### config.mk
export PLATFORM = sky130hd
export DESIGN_NAME = led_pattern_sequencer
export DESIGN_NICKNAME = d
export VERILOG_FILES = /design/src/rtl/led_pattern_sequencer.sv
export SDC_FILE = /design/constraint.sdc
export NUM_CORES = 1
export LEC_CHECK = 0
export CORE_AREA = 2 2 40 56
export CTS_CLUSTER_SIZE = 24
export DETAILED_ROUTE_END_ITERATION = 7
export DIE_AREA = 0 0 42 58
export PLACE_DENSITY = 0.78
export SETUP_SLACK_MARGIN = 0.05
export SYNTH_ARGS = -nofsm -noshare
export SYNTH_HDL_FRONTEND = slang
export SYNTH_SLANG_ARGS = --single-unit
### constraint.sdc
create_clock -name clk_i -period 3.9 [get_ports clk_i]
set_clock_uncertainty 0.05 [all_clocks]
set_input_delay 0.78 -clock clk_i [delete_from_list [all_inputs] [get_ports clk_i]]
set_output_delay 0.78 -clock clk_i [all_outputs]
set_load 0.01 [all_outputs]
### src/rtl/led_pattern_sequencer.sv
// LED pattern sequencer: advances one of four LED patterns on each enabled
// rising edge of an upstream divided-clock level.
module led_pattern_sequencer #(
  parameter int unsigned LED_W = 8
) (
  input  logic             clk_i,
  input  logic             rst_i,
  input  logic             tick_i,
  input  logic             en_i,
  input  logic [1:0]       mode_i,
  output logic [LED_W-1:0] led_o,
  output logic             step_o,
  output logic             wrap_o
);

  typedef enum logic [1:0] {
    MODE_BLINK  = 2'b00,
    MODE_SHIFT  = 2'b01,
    MODE_BOUNCE = 2'b10,
    MODE_COUNT  = 2'b11
  } mode_e;

  typedef enum logic {
    DIR_UP   = 1'b0,
    DIR_DOWN = 1'b1
  } dir_e;

  localparam logic [LED_W-1:0] LED_ONE  = LED_W'(1);
  localparam logic [LED_W-1:0] LED_ONES = {LED_W{1'b1}};

  logic [LED_W-1:0] led_q, led_d;
  logic             step_q, step_d;
  logic             wrap_q, wrap_d;
  mode_e            mode_q, mode_d;
  dir_e             dir_q, dir_d;
  logic             tick_q, tick_d;
  logic             step_ev;
  mode_e            mode_in;

  assign mode_in = mode_e'(mode_i);
  assign step_ev = tick_i & ~tick_q & en_i;

  // Next-state: a mode change reloads the pattern and wins over a coincident step.
  always_comb begin
    led_d  = led_q;
    step_d = 1'b0;
    wrap_d = 1'b0;
    mode_d = mode_q;
    dir_d  = dir_q;
    tick_d = tick_i;

    if (mode_in != mode_q) begin
      mode_d = mode_in;
      dir_d  = DIR_UP;
      unique case (mode_in)
        MODE_SHIFT, MODE_BOUNCE: led_d = LED_ONE;
        default:                 led_d = '0;
      endcase
    end else if (step_ev) begin
      step_d = 1'b1;
      unique case (mode_q)
        MODE_BLINK: begin
          led_d  = ~led_q;
          wrap_d = (led_q == LED_ONES);
        end
        MODE_SHIFT: begin
          led_d  = {led_q[LED_W-2:0], led_q[LED_W-1]};
          wrap_d = led_q[LED_W-1];
        end
        MODE_BOUNCE: begin
          if (dir_q == DIR_UP) begin
            led_d = led_q << 1;
            if (led_d[LED_W-1]) dir_d = DIR_DOWN;
          end else begin
            led_d = led_q >> 1;
            if (led_d[0]) begin
              dir_d  = DIR_UP;
              wrap_d = 1'b1;
            end
          end
        end
        default: begin
          led_d  = led_q + LED_ONE;
          wrap_d = (led_q == LED_ONES);
        end
      endcase
    end
  end

  // State register; tick_q resets high so a tick already high at release is ignored.
  always_ff @(posedge clk_i) begin
    if (rst_i) begin
      led_q  <= '0;
      step_q <= 1'b0;
      wrap_q <= 1'b0;
      mode_q <= MODE_BLINK;
      dir_q  <= DIR_UP;
      tick_q <= 1'b1;
    end else begin
      led_q  <= led_d;
      step_q <= step_d;
      wrap_q <= wrap_d;
      mode_q <= mode_d;
      dir_q  <= dir_d;
      tick_q <= tick_d;
    end
  end

  assign led_o  = led_q;
  assign step_o = step_q;
  assign wrap_o = wrap_q;

endmodule

==> results.cfg <==
[cells_and_area]
area_growth_syn_to_layout_pct = 16.1
drive_above_1_share_pct = 10.4
utilization_pct = 61.5
fillers = 175
diodes = 0
fin_area_um2 = 1180
fin_nets = 147
final_common_cell = clkdlybuf4s50_1
final_cells = 155
mostFrequentLayoutCells = clkdlybuf4s50_1, dfxtp_1, a21oi_1, nand2_1

[global_route]
top_usage_layer = met2
antenna_found_initial = 0
grt_overflow = 0
grt_use_total_pct = 20.3
grt_pass1_wl_mm = 3.90
grtUsageMet2_pct = 35.9
globalRouteMet1Util_pct = 23.6
grt_max_degree = 21
grtUsageMet3_pct = 2.49
grt_pass1_vias = 919

[placement]
dpl_cell_area_um2 = 1160
place_inst = 152
dp.final_hpwl_mm = 1.63
dp_slack_ps = 1310
io_buffers = 15
gp_congestion = 0.844

[die]
start_util_pct = 53.0
row_count = 19
ios = 16
coreArea_um2 = 1930
die_height_um = 58
die_w_um = 42
die-area_um2 = 2440

[clocking]
post_cts_buffers = 0
cts.sinks = 14
cts_tree = built
htree_levels = 1
root_buffer = clkbuf_4
cts_made_buffers = 3
cts.clk_slew.worst_paths_ps = 80
cts.hold.buffers_added = 0
max-clock-path-buffers = 2
cts_resized = 0
clock_latency_ps = 280

[sta]
hold_viol = 0
setup-tns-final_ps = 0
grt_setup_unrepaired = false
finalSetupViolations = 0
period_needed_ps = 2280
maxSlewHeadroom_pct = 51.5
period_share_pct = 58.5
maxSlewViolCount = 0
whs_ps = 516
tightest_slew_ps = 727
worst_slack_ps = 1620
max_freq_mhz = 438

[yosys]
synthCells = 122
synth-seq-cells = 14
yosysWarnings = 0
ys_types = 50
synth_area_um2 = 1020
avgSynthCellArea_um2 = 8.37
ys_seq_area_share_pct = 27.5
syn_nets = 133

[critical_path]
crit_slowest_cell = clkdlybuf4s50_1
end_kind = flop
crit_type = input pin to flop
slowest_delay_ps = 490
worstSetupStartpointType = input pin
cp.arrival_ps = 2430
r2r_slack_ps = 1830
crit_fanout = 12
crit_path_cell_trace = clkdlybuf4s50_1 > xor2_1 > or3_4 > nor4_1 > o21ai_2 > o41ai_2
required_ps = 4040

[pwr]
leakage_nw = 0.390
power_density_nw_per_um2 = 246
finalPower_mw = 0.292
irDropWorstVdd_mv = 0.196

[routing]
drtPass1Iterations = 4
vias = 988
viasPerCell = 6.37
drcViolationCount = 0
routedWlPerCell_um = 14.5
drt_iter0_markers = 51
wirelength_mm = 2.25
drtAntennaViolNets = 0

[run_status]
status = completed

[worst_hold_path]
min_path_type = flop to flop

[flow_run]
cap_violations = 0
==> metal layers <==
metal	routed length, um	up-vias	share of wire (%)
li1	-	482	-
met5	0	-	0
met3	108	4	4.8
met1	929	458	41
met4	38	0	1.7
met2	1170	44	52
==> power by group <==
group	internal [mW]	total, mW	switching [mW]
Clock	0.0359	0.0843	0.0484
Sequential	0.146	0.152	0.00589
Combinational	0.0277	0.0553	0.0275
==> cells by family after synthesis <==
group,after synthesis,share of synthesized area (%)
multiplexers,3,3.43
AO/OA/AOI/OAI,37,29.3
adder cells (fa/ha/maj),5,6.13
flip-flops,14,27.5
XOR/XNOR,2,1.72
AND/OR/NAND/NOR,49,26.4
buffers and inverters,12,5.64
==> final timing paths <==
kind / from / endpoint / cells past startpoint
max: mode_i[1] / led_o[5] / 6
min: dir_q / dir_q / 2
max reg2reg: mode_q[0] / led_o[1] / 7
min reg2reg: dir_q / dir_q / 2
==> synth_stat cells, drive strengths merged <==
master,number,area [um^2]
or2,2,12.5
a41oi,1,8.76
nor2,8,32.5
o211ai,1,7.51
nand4b,1,8.76
or3,1,11.3
o22ai,2,12.5
o2bb2ai,1,8.76
a31oi,2,12.5
a221oi,3,32.5
dfxtp,14,280
a211oi,2,20.0
xor2,2,17.5
a21oi,8,40.0
o31ai,1,7.51
a32o,2,20.0
nor4,1,6.26
nor2b,7,46.3
o21ai,6,33.8
nand3b,1,7.51
o22a,1,8.76
nand2,8,30.0
buf,3,23.8
nand2b,1,6.26
nand3,5,25.0
mux2,1,15.0
inv,6,22.5
a22oi,2,15.0
clkbuf,3,11.3
o41ai,2,25.0
and2b,2,16.3
and3,2,12.5
and2,2,12.5
a221o,1,10.0
a2111oi,1,27.5
ha,5,62.6
nand4,1,6.26
a2bb2oi,1,8.76
nor3,7,35.0
mux2i,2,20.0
==> flip-flops by register name, indices dropped and copies added (netlist names) <==
name    flops
led_o       8
mode_q      2
dir_q       1
step_o      1
tick_q      1
wrap_o      1
==> worst max-delay path: cells and delay by family <==
kind	cells	cell delay (ps)
simple gates	2	820
buf+inv	1	490
xor+xnor	1	200
compound gates	2	140
==> cell type report <==
type | count | area [um^2] | share of cell area (%)
Multi-Input combinational cell | 96 | 683 | 57.7
Sequential cell | 14 | 280 | 23.7
Timing Repair Buffer | 15 | 150 | 12.7
Tap cell | 21 | 26.3 | 2.22
Clock buffer | 3 | 22.5 | 1.90
Inverter | 6 | 22.5 | 1.90
Power figures use the tool's default switching activity.
==> edit (same flow settings) <==
The parameter `LED_W` goes from 8 to 10.
--- a/src/rtl/led_pattern_sequencer.sv
+++ b/src/rtl/led_pattern_sequencer.sv
@@ -1,7 +1,7 @@
 // LED pattern sequencer: advances one of four LED patterns on each enabled
 // rising edge of an upstream divided-clock level.
 module led_pattern_sequencer #(
-  parameter int unsigned LED_W = 8
+  parameter int unsigned LED_W = 10
 ) (
   input  logic             clk_i,
   input  logic             rst_i,
Ports: changed (resized led_o); port bits go from 16 to 18. No check against the original RTL was run, so the function may have changed too.
==> edit against the original RTL <==
  * Routed wire length rose by 28%
  * Area after synthesis rose by 17%
  * Critical endpoint is now led_o[7]
  * Critical path type unchanged
  * Design area grew 14%
  * Sequential cell count grew 2
  * Count of clock-buffer cells in the layout rose by 1
  * Cell count up 13%
  * Worst setup slack worse by 140 ps
  * Largest cell class unchanged
  * Highest routed layer unchanged
  * Total power increased by 18%
==> edit: results (changes against the original RTL) <==
[yosys]
async_flop_share_pct=0  ; unchanged
synth_compound_area_share_pct=31.8  ; +2.5 points
synthTopCellsByArea=dfxtp_1, ha_1, nand3_1
postSynthCellCount=147  ; +20%
syn_nets=158  ; +19%
seq_area_frac_synth_pct=26.7  ; -0.73 points
synthDistinctLibCells=45  ; -10%
synthMuxAreaShare_pct=5.43  ; +2.0 points
synth_adder_area_share_pct=5.22  ; -0.91 points
yosys-top-cells-count=dfxtp_1, inv_1, nand3_1, a21oi_1, nand2_1
synth_warnings=0  ; unchanged

[cts]
path_clk_slew_ps=110  ; +30 ps
worstSkewPairLatency_ps=300  ; +20 ps
ctsHtreeMaxLevel=1  ; unchanged

[pwr]
ir_worst_vdd_mv=0.219  ; +12%
leakagePower_nw=0.457  ; +17%

[sta]
slew-limit-headroom_pct=58.8  ; +7.3 points

[routing]
viasPerCell=6.65  ; +4.3%
wl_per_cell_um=16.5  ; +14%
drt_first_pass_iters=4  ; unchanged

[setup_path]
r2r_slack_ps=1870  ; +40 ps
crit_end=led_o[7]
cp-startpoint=tick_i
path_max_fanout=11  ; -1
cp.arrival_ps=2620  ; +190 ps
r2r_cells=6  ; -1
r2r_end=led_o[9]
crit_family=compound AO/OA/AOI/OAI gates
crit_slowest_cell=a2111oi_0
critPathMaxStageDelay_ps=510  ; +20 ps

[global_route]
grt_max_degree=17  ; -19%
grt_pass1_vias=1114  ; +21%
grt_first_pass_wirelength_um=4720  ; +21%

[placement]
place_congestion=0.880  ; +4.3%
io_buffers=17  ; +2
hpwl_um=1970  ; +21%

[min_path]
hold_start=led_o[9]

[run]
drv_cap=0  ; unchanged

[run_status]
status=complete, no violations

[finish]
largest_reg_flops=10  ; +2
stdcell_count=175  ; +13%
nets=166  ; +13%
drive_above_1_share_pct=7.79  ; -2.7 points

==> edit: changes by cell type in the layout (fill, tap and decap cells not counted), sizes merged, moves of 4 or more <==
| cell | unedited run | this run |
|---|---|---|
| nor3 | 7 | 1 |
| a21o | 0 | 5 |
| inv | 6 | 11 |
| nand3 | 5 | 10 |
| nor2b | 7 | 3 |
==> edit: how the worst min path moves through the flow <==
stage,slack (ps),endpoint,cells past startpoint
after floorplan,540,dir_q,3
after global placement,530,led_o[9],1
after detailed placement,540,led_o[9],1
after CTS,570,led_o[9],1
after global routing,590,led_o[1],2
final,560,led_o[9],1
==> edit: metal layers <==
metal	wire length, µm	track usage [%]	share of wire, %	up-vias
met5	0	0	0	-
met4	61	12.4	2.1	0
met3	184	2.18	6.4	9
met2	1370	42.6	48	53
met1	1260	30.3	44	533
li1	-	-	-	568
==> edit: kinds of logic (layout without fill, tap and decap cells) <==
kind of cell	count (synthesis)	after routing
adders and majority gates	5	5
DFF	16	16
xor gates and xnor gates	3	3
and+or+nand+nor	41	41
AOI/OAI and AO/OA	51	51
muxes	6	6
buffers and inverters	25	32
==> edit: metrics by stage <==
step                worst slack, ps  cell area [µm²]
global route                   1290             1350
finish                         1480             1350
detailed placement             1240             1310
floorplan                      2080             1200
CTS                            1540             1350
global placement               1340             1310
==> edit: report_power, final <==
part | total, mW | switching (mW) | internal [mW]
logic | 0.0535 | 0.0290 | 0.0245
clock network | 0.118 | 0.0607 | 0.0569
registers | 0.173 | 0.00585 | 0.167
total | 0.344 | 0.0956 | 0.248
==> edit: final cells by class <==
| cell class | count | area [µm²] |
|---|---|---|
| inverter | 11 | 41.3 |
| sequential | 16 | 320 |
| timing repair buffer | 17 | 170 |
| multi-input combinational | 106 | 756 |
| clock buffer | 4 | 36.3 |
| tap | 21 | 26.3 |
| fill | 153 | 576 |
